## config.mk

```make
export PLATFORM = sky130hd
export DESIGN_NAME = pool_frame_ctrl
export DESIGN_NICKNAME = d
export VERILOG_FILES = /design/src/rtl/pool_frame_ctrl_pkg.sv /design/src/rtl/pool_frame_ctrl_raster.sv /design/src/rtl/pool_frame_ctrl.sv
export SDC_FILE = /design/constraint.sdc
export NUM_CORES = 1
export LEC_CHECK = 0
export CORE_ASPECT_RATIO = 1.25
export CORE_MARGIN = 1
export CORE_UTILIZATION = 55
export DETAILED_ROUTE_END_ITERATION = 16
export MAX_ROUTING_LAYER = met4
export PLACE_DENSITY = 0.83
export SYNTH_ARGS = -nofsm -noshare
export SYNTH_HDL_FRONTEND = slang
export SYNTH_SLANG_ARGS = --single-unit
export TNS_END_PERCENT = 100
```

## constraint.sdc

```tcl
create_clock -name clk -period 2.6 [get_ports clk]
set_input_delay 0.52 -clock clk [delete_from_list [all_inputs] [get_ports clk]]
set_output_delay 0.52 -clock clk [all_outputs]
set_load 0.1 [all_outputs]
```

## src/rtl/pool_frame_ctrl_pkg.sv

```systemverilog
`default_nettype none
// ---- pool_frame_ctrl_pkg : shared state encoding, error bits, geometry helpers -- rev 1.0 ----
package pool_frame_ctrl_pkg;

   typedef enum logic [2:0] {
      ST_IDLE  = 3'd0,
      ST_CLEAR = 3'd1,
      ST_RUN   = 3'd2,
      ST_DRAIN = 3'd3,
      ST_DONE  = 3'd4
   } state_t;

   localparam int ERR_INPUT = 0;
   localparam int ERR_PROTO = 1;

   // Full-resolution geometry derived from the pooled output geometry
   function automatic int calc_in_w(input int half_width);
      return 2 * half_width;
   endfunction

   function automatic int calc_in_h(input int half_height);
      return 2 * half_height;
   endfunction

   function automatic int calc_n_out(input int half_width, input int half_height);
      return half_width * half_height;
   endfunction

endpackage
`default_nettype wire

```

## src/rtl/pool_frame_ctrl_raster.sv

```systemverilog
`default_nettype none
// ---- raster_counter : col/row raster position with end-of-frame flag -- rev 1.0 ----
module raster_counter #(
   parameter int WIDTH   = 24,
   parameter int HEIGHT  = 24,
   parameter int COL_BIT = 5,
   parameter int ROW_BIT = 5
) (
   input  logic               clk,
   input  logic               rst,
   input  logic               clear,
   input  logic               advance,
   output logic [COL_BIT-1:0] col,
   output logic [ROW_BIT-1:0] row,
   output logic               last
);

   localparam logic [COL_BIT-1:0] COL_MAX = COL_BIT'(WIDTH - 1);
   localparam logic [ROW_BIT-1:0] ROW_MAX = ROW_BIT'(HEIGHT - 1);

   assign last = (col == COL_MAX) && (row == ROW_MAX);

   always_ff @(posedge clk or posedge rst) begin
      if (rst) begin
         col <= '0;
         row <= '0;
      end else if (clear) begin
         col <= '0;
         row <= '0;
      end else if (advance) begin
         if (col == COL_MAX) begin
            col <= '0;
            row <= (row == ROW_MAX) ? '0 : row + ROW_BIT'(1);
         end else begin
            col <= col + COL_BIT'(1);
         end
      end
   end

endmodule
`default_nettype wire

```

## src/rtl/pool_frame_ctrl.sv

```systemverilog
`default_nettype none
// ---- pool_frame_ctrl : frame sequencer in front of the 2x2 average pooler -- rev 1.0 ----
module pool_frame_ctrl
   import pool_frame_ctrl_pkg::*;
#(
   parameter int HALF_WIDTH  = 12,
   parameter int HALF_HEIGHT = 12,
   parameter int COL_BIT     = 5,
   parameter int ROW_BIT     = 5,
   parameter int OUT_BIT     = 8,
   parameter int CLR_CYCLES  = 1
) (
   input  logic               clk,
   input  logic               rst,
   input  logic               start,
   input  logic               conv_valid,
   input  logic               pool_valid_out,
   output logic               pool_rst,
   output logic               pool_valid_in,
   output logic [COL_BIT-1:0] col,
   output logic [ROW_BIT-1:0] row,
   output logic [OUT_BIT-1:0] out_count,
   output logic               busy,
   output logic               frame_done,
   output logic [1:0]         err
);

   localparam int               IN_W    = calc_in_w(HALF_WIDTH);
   localparam int               IN_H    = calc_in_h(HALF_HEIGHT);
   localparam int               N_OUT   = calc_n_out(HALF_WIDTH, HALF_HEIGHT);
   localparam logic [3:0]       CLR_MAX = 4'(CLR_CYCLES - 1);
   localparam logic [OUT_BIT-1:0] OUT_FULL = OUT_BIT'(N_OUT);

   state_t     state;
   state_t     next_state;
   logic [3:0] clr_cnt;
   logic       last_beat;
   logic       frame_start;
   logic       count_en;
   logic [1:0] err_set;
   logic       pool_rst_d;
   logic       busy_d;
   logic       frame_done_d;

   assign frame_start = (state == ST_IDLE) && start;

   raster_counter #(
      .WIDTH   (IN_W),
      .HEIGHT  (IN_H),
      .COL_BIT (COL_BIT),
      .ROW_BIT (ROW_BIT)
   ) u_raster (
      .clk     (clk),
      .rst     (rst),
      .clear   (frame_start),
      .advance (pool_valid_in),
      .col     (col),
      .row     (row),
      .last    (last_beat)
   );

   always_ff @(posedge clk or posedge rst) begin
      if (rst) begin
         state <= ST_IDLE;
      end else begin
         state <= next_state;
      end
   end

   always_comb begin
      next_state = state;
      case (state)
         ST_IDLE:  if (start) next_state = ST_CLEAR;
         ST_CLEAR: if (clr_cnt == CLR_MAX) next_state = ST_RUN;
         ST_RUN: begin
            if (out_count == OUT_FULL)           next_state = ST_DONE;
            else if (pool_valid_in && last_beat) next_state = ST_DRAIN;
         end
         ST_DRAIN: if (out_count == OUT_FULL) next_state = ST_DONE;
         ST_DONE:  next_state = ST_IDLE;
         default:  next_state = ST_IDLE;
      endcase
   end

   // pool_valid_in stays combinational: the pooler samples conv data in the same cycle
   always_comb begin
      pool_valid_in = (state == ST_RUN) && conv_valid;
      count_en      = pool_valid_out && ((state == ST_RUN) || (state == ST_DRAIN));
      err_set       = '0;
      err_set[ERR_INPUT] = conv_valid &&
                           ((state == ST_CLEAR) || (state == ST_DRAIN) || (state == ST_DONE));
      err_set[ERR_PROTO] = (start && (state != ST_IDLE)) ||
                           (pool_valid_out && (state != ST_RUN) && (state != ST_DRAIN));
      pool_rst_d    = (next_state == ST_CLEAR);
      busy_d        = (next_state == ST_CLEAR) || (next_state == ST_RUN) ||
                      (next_state == ST_DRAIN);
      frame_done_d  = (next_state == ST_DONE);
   end

   always_ff @(posedge clk or posedge rst) begin
      if (rst) begin
         clr_cnt    <= '0;
         pool_rst   <= 1'b1;
         busy       <= 1'b0;
         frame_done <= 1'b0;
         out_count  <= '0;
         err        <= '0;
      end else begin
         clr_cnt    <= (state == ST_CLEAR) ? clr_cnt + 4'd1 : 4'd0;
         pool_rst   <= pool_rst_d;
         busy       <= busy_d;
         frame_done <= frame_done_d;
         if (frame_start) begin
            out_count <= '0;
            err       <= '0;
         end else begin
            if (count_en) out_count <= out_count + OUT_BIT'(1);
            err <= err | err_set;
         end
      end
   end

endmodule
`default_nettype wire

```

==> impl_summary.txt <==
----------------------------------------------------
[Status]
  Run status ... finished, final reports clean

[Clocking]
  Number of sinks on the clock net ... 30
  CTS Buf Count ... 5
  CTS-repair resized insts ... 0
  CTS HTree Levels ... 2
  Number of hold buffers added after CTS ... 0
  Post-CTS Setup Repair Bufs ... 0
  CTS clk-pin slew, worst paths ... 80 ps
  Worst-Skew Late Latency ... 330 ps
  Clock Tree Buf Depth ... 2
  Clock Root Buffer ... sky130_fd_sc_hd__clkbuf_4
  CTS tree ... built

[Timing]
  Final Setup Violations ... 0
  Relative slew slack ... 0.636
  Setup skew after layout ... ~10 ps
  Smallest setup slack after layout ... between 500 and 600 ps
  Slew @ Worst Pin ... 545 ps
  Total count of max-transition violations in the final report ... 0
  Final worst path period need ... 2090 ps
  Max frequency ... 0.479 GHz
  Hold Fails Final Rpt ... 0
  Period Utilization, post-route ... 0.804
  Min Hold Slack ... 487 ps
  Setup TNS Final ... 0 ps
  RSZ-0062 raised after global routing ... no

[Setup path]
  CP Capture Type ... output pin
  Required arrival time at the worst endpoint ... 2080 ps
  CP max FO ... 9
  Startpoint of the worst-slack reg-to-reg timing path ... state[2]
  Length in cells of the worst reg-to-reg path ... 3
  Critical Path Source Type ... input pin
  Critical Path Start ... conv_valid
  CP Class ... input pin to output pin
  Worst setup path endpoint ... pool_valid_in
  RR Endpoint ... out_count[4]
  Arrival time at the worst endpoint ... 1570 ps
  R2R Setup Slk ... 870 ps

[Logic synthesis]
  Post-synthesis cell type count ... 45
  Async set-reset flop share out of synthesis ... 1.00
  Main flop type after synthesis ... sky130_fd_sc_hd__dfrtp_1
  Per-instance average area after synthesis ... roughly 10 um2
  Post-Synthesis Cells ... 153
  Post-synth EDFFs ... 0
  Sequential share of the synthesized area ... 0.478
  Combined area of all synthesized cells ... 1570 um2
  Register bit total from synthesis ... 30
  Number of warnings issued by yosys ... 0
  Syn nets ... between 150 and 200

[Pwr]
  Reported leakage power ... 0.877 nW
  Total power per unit cell area ... 1170 nW/um2
  Maximum vdd ir drop ... 1.27 mV

[Floorplanning]
  Number of top-level pins ... 29
  Core Footprint ... 2710 um2
  Starting density of the core ... 0.581
  Overall die height ... 61.8 um
  Number of rows created at floorplan ... 21
  Die X-Extent ... between 40 and 50 um
  Die Footprint ... 3080 um2

[Cells and area]
  Share of final-layout standard cells stronger than drive strength 1 ... 0.226
  Final #Nets ... 196
  Synthesis-to-finish area growth ... 20.6%
  Post-route core utilization ... 0.701
  Number of diodes added for antenna fixing ... 0

[Global routing]
  Gr usage total ... 0.237
  First-pass GRT wire length ... slightly above 5000 um
  Antenna violations before repair ... 0
  Pin count of the biggest net entering global routing ... 31
  Final global-route overflow total ... 0
  Via count of the first global-routing pass ... 1173

[Placed design]
  Minimum setup slack after placement ... 426 ps
  Port Buffer Count ... 28
  RePlAce Congestion ... 0.795
  Final HPWL from detailed placement ... 2300 um

[Route]
  Detailed-router iteration count before antenna repair ... 4
  Violation count after the first detailed-routing iteration ... 40
  WL per Instance ... 14.2 um
  Post-route DRC ... 0
  Vias per std cell ... 5.73
  Vias post-DR ... 1260
  Total length of routed wires ... 3130 um
  Residual antenna-violating net count after detailed routing ... 0

[Hold path]
  Classification of the worst-slack hold path ... flip-flop to flip-flop

[Job]
  Reported max-cap violation count ... 0

----------------------------------------------------
## stage by stage
step	instance area, um2	total power [mW]	cells
after floorplan	1570	1.67	153
after global placement	1840	1.91	212
after detailed placement	1840	1.94	212
after CTS	1900	2.24	220
after global routing	1900	2.34	220
final	1900	2.22	220
## metal layers
| metal | vias up | share of wire | track usage |
|---|---|---|---|
| li1 | 621 | - | - |
| met1 | 594 | 0.42 | 0.248 |
| met2 | 37 | 0.51 | 0.413 |
| met3 | 8 | 0.050 | 0.0730 |
| met4 | 0 | 0.020 | 0.110 |
| met5 | - | 0 | - |
## how the worst min path moves through the flow
stage	startpoint	end	slack, ps	cells past startpoint
2_1_floorplan	clr_cnt[0]	clr_cnt[0]	450	1
3_3_place_gp	clr_cnt[0]	clr_cnt[0]	470	1
3_5_place_dp	clr_cnt[0]	clr_cnt[0]	480	1
4_1_cts	clr_cnt[0]	clr_cnt[0]	490	1
5_1_grt	clr_cnt[0]	clr_cnt[0]	520	1
6_report	clr_cnt[0]	clr_cnt[0]	490	1
## synthesized netlist by cell type, types with 2 or more instances
library cell | number | area, um2
sky130_fd_sc_hd__and4b_1 | 2 | 20.0
sky130_fd_sc_hd__clkbuf_1 | 2 | 7.51
sky130_fd_sc_hd__nand2_1 | 10 | 37.5
sky130_fd_sc_hd__nor4_1 | 3 | 18.8
sky130_fd_sc_hd__or3_1 | 4 | 25.0
sky130_fd_sc_hd__nand3_1 | 10 | 50.1
sky130_fd_sc_hd__nand4bb_1 | 2 | 22.5
sky130_fd_sc_hd__ha_1 | 6 | 75.1
sky130_fd_sc_hd__mux2i_1 | 7 | 70.1
sky130_fd_sc_hd__nor3_1 | 2 | 10.0
sky130_fd_sc_hd__xor2_1 | 2 | 17.5
sky130_fd_sc_hd__o21ai_0 | 10 | 50.1
sky130_fd_sc_hd__nand3b_1 | 3 | 22.5
sky130_fd_sc_hd__buf_2 | 3 | 15.0
sky130_fd_sc_hd__xnor2_1 | 2 | 17.5
sky130_fd_sc_hd__dfrtp_1 | 29 | 726
sky130_fd_sc_hd__inv_1 | 12 | 45.0
sky130_fd_sc_hd__nor2_1 | 9 | 33.8
sky130_fd_sc_hd__a21oi_1 | 8 | 40.0
sky130_fd_sc_hd__a211oi_1 | 2 | 15.0
## cell usage in the layout, fill, tap and decap left out, types with 2 or more instances in the layout
master / instances
sky130_fd_sc_hd__nor2_1: 9
sky130_fd_sc_hd__mux2i_1: 7
sky130_fd_sc_hd__ha_1: 6
sky130_fd_sc_hd__clkbuf_4: 5
sky130_fd_sc_hd__xor2_1: 2
sky130_fd_sc_hd__dfrtp_1: 29
sky130_fd_sc_hd__nand4bb_1: 2
sky130_fd_sc_hd__o21ai_0: 10
sky130_fd_sc_hd__nor3_1: 2
sky130_fd_sc_hd__nand3_1: 10
sky130_fd_sc_hd__clkdlybuf4s50_1: 4
sky130_fd_sc_hd__or3_1: 4
sky130_fd_sc_hd__xnor2_1: 2
sky130_fd_sc_hd__and4b_1: 2
sky130_fd_sc_hd__a21oi_1: 8
sky130_fd_sc_hd__nand3b_1: 3
sky130_fd_sc_hd__nor4_1: 3
sky130_fd_sc_hd__a211oi_1: 2
sky130_fd_sc_hd__buf_4: 26
sky130_fd_sc_hd__inv_1: 12
sky130_fd_sc_hd__nand2_1: 10
## report_power, final
part | leakage [nW] | switching (mW) | internal (mW) | total [mW]
clock | 0.0353 | 0.159 | 0.131 | 0.290
combinational | 0.458 | 0.916 | 0.299 | 1.22
sequential | 0.384 | 0.147 | 0.569 | 0.715
total | 0.877 | 1.22 | 0.999 | 2.22
## critical path, stage by stage
cell	delay, ps
sky130_fd_sc_hd__clkdlybuf4s50_1	490
sky130_fd_sc_hd__nand4bb_1	150
sky130_fd_sc_hd__inv_2	200
sky130_fd_sc_hd__buf_12	200
## flip-flops by register name, summed over array words and instances (netlist names), 2 cells and up
| signal | cells |
|---|---|
| out_count | 8 |
| u_raster.col | 5 |
| u_raster.row | 5 |
| clr_cnt | 4 |
| state | 3 |
| err | 2 |
## kinds of logic (layout without fill, tap and decap cells)
group | Yosys count | in the layout | share of synthesized area
compound gates | 31 | 31 | 0.128
xor+xnor | 4 | 4 | 0.0223
fa+ha+maj | 6 | 6 | 0.0477
buf+inv | 19 | 52 | 0.0525
flops | 30 | 30 | 0.478
mux | 7 | 7 | 0.0446
simple gates | 56 | 56 | 0.227
## cell type report
type | instances | area, um2
Timing Repair Buffer | 31 | 255
Tap cell | 34 | 42.5
Fill cell | 216 | 810
Clock buffer | 7 | 55.1
Sequential cell | 30 | 752
Inverter | 13 | 48.8
Multi-Input combinational cell | 104 | 738
Clock inverter | 1 | 5.00
(Power assumes the default switching activity.)
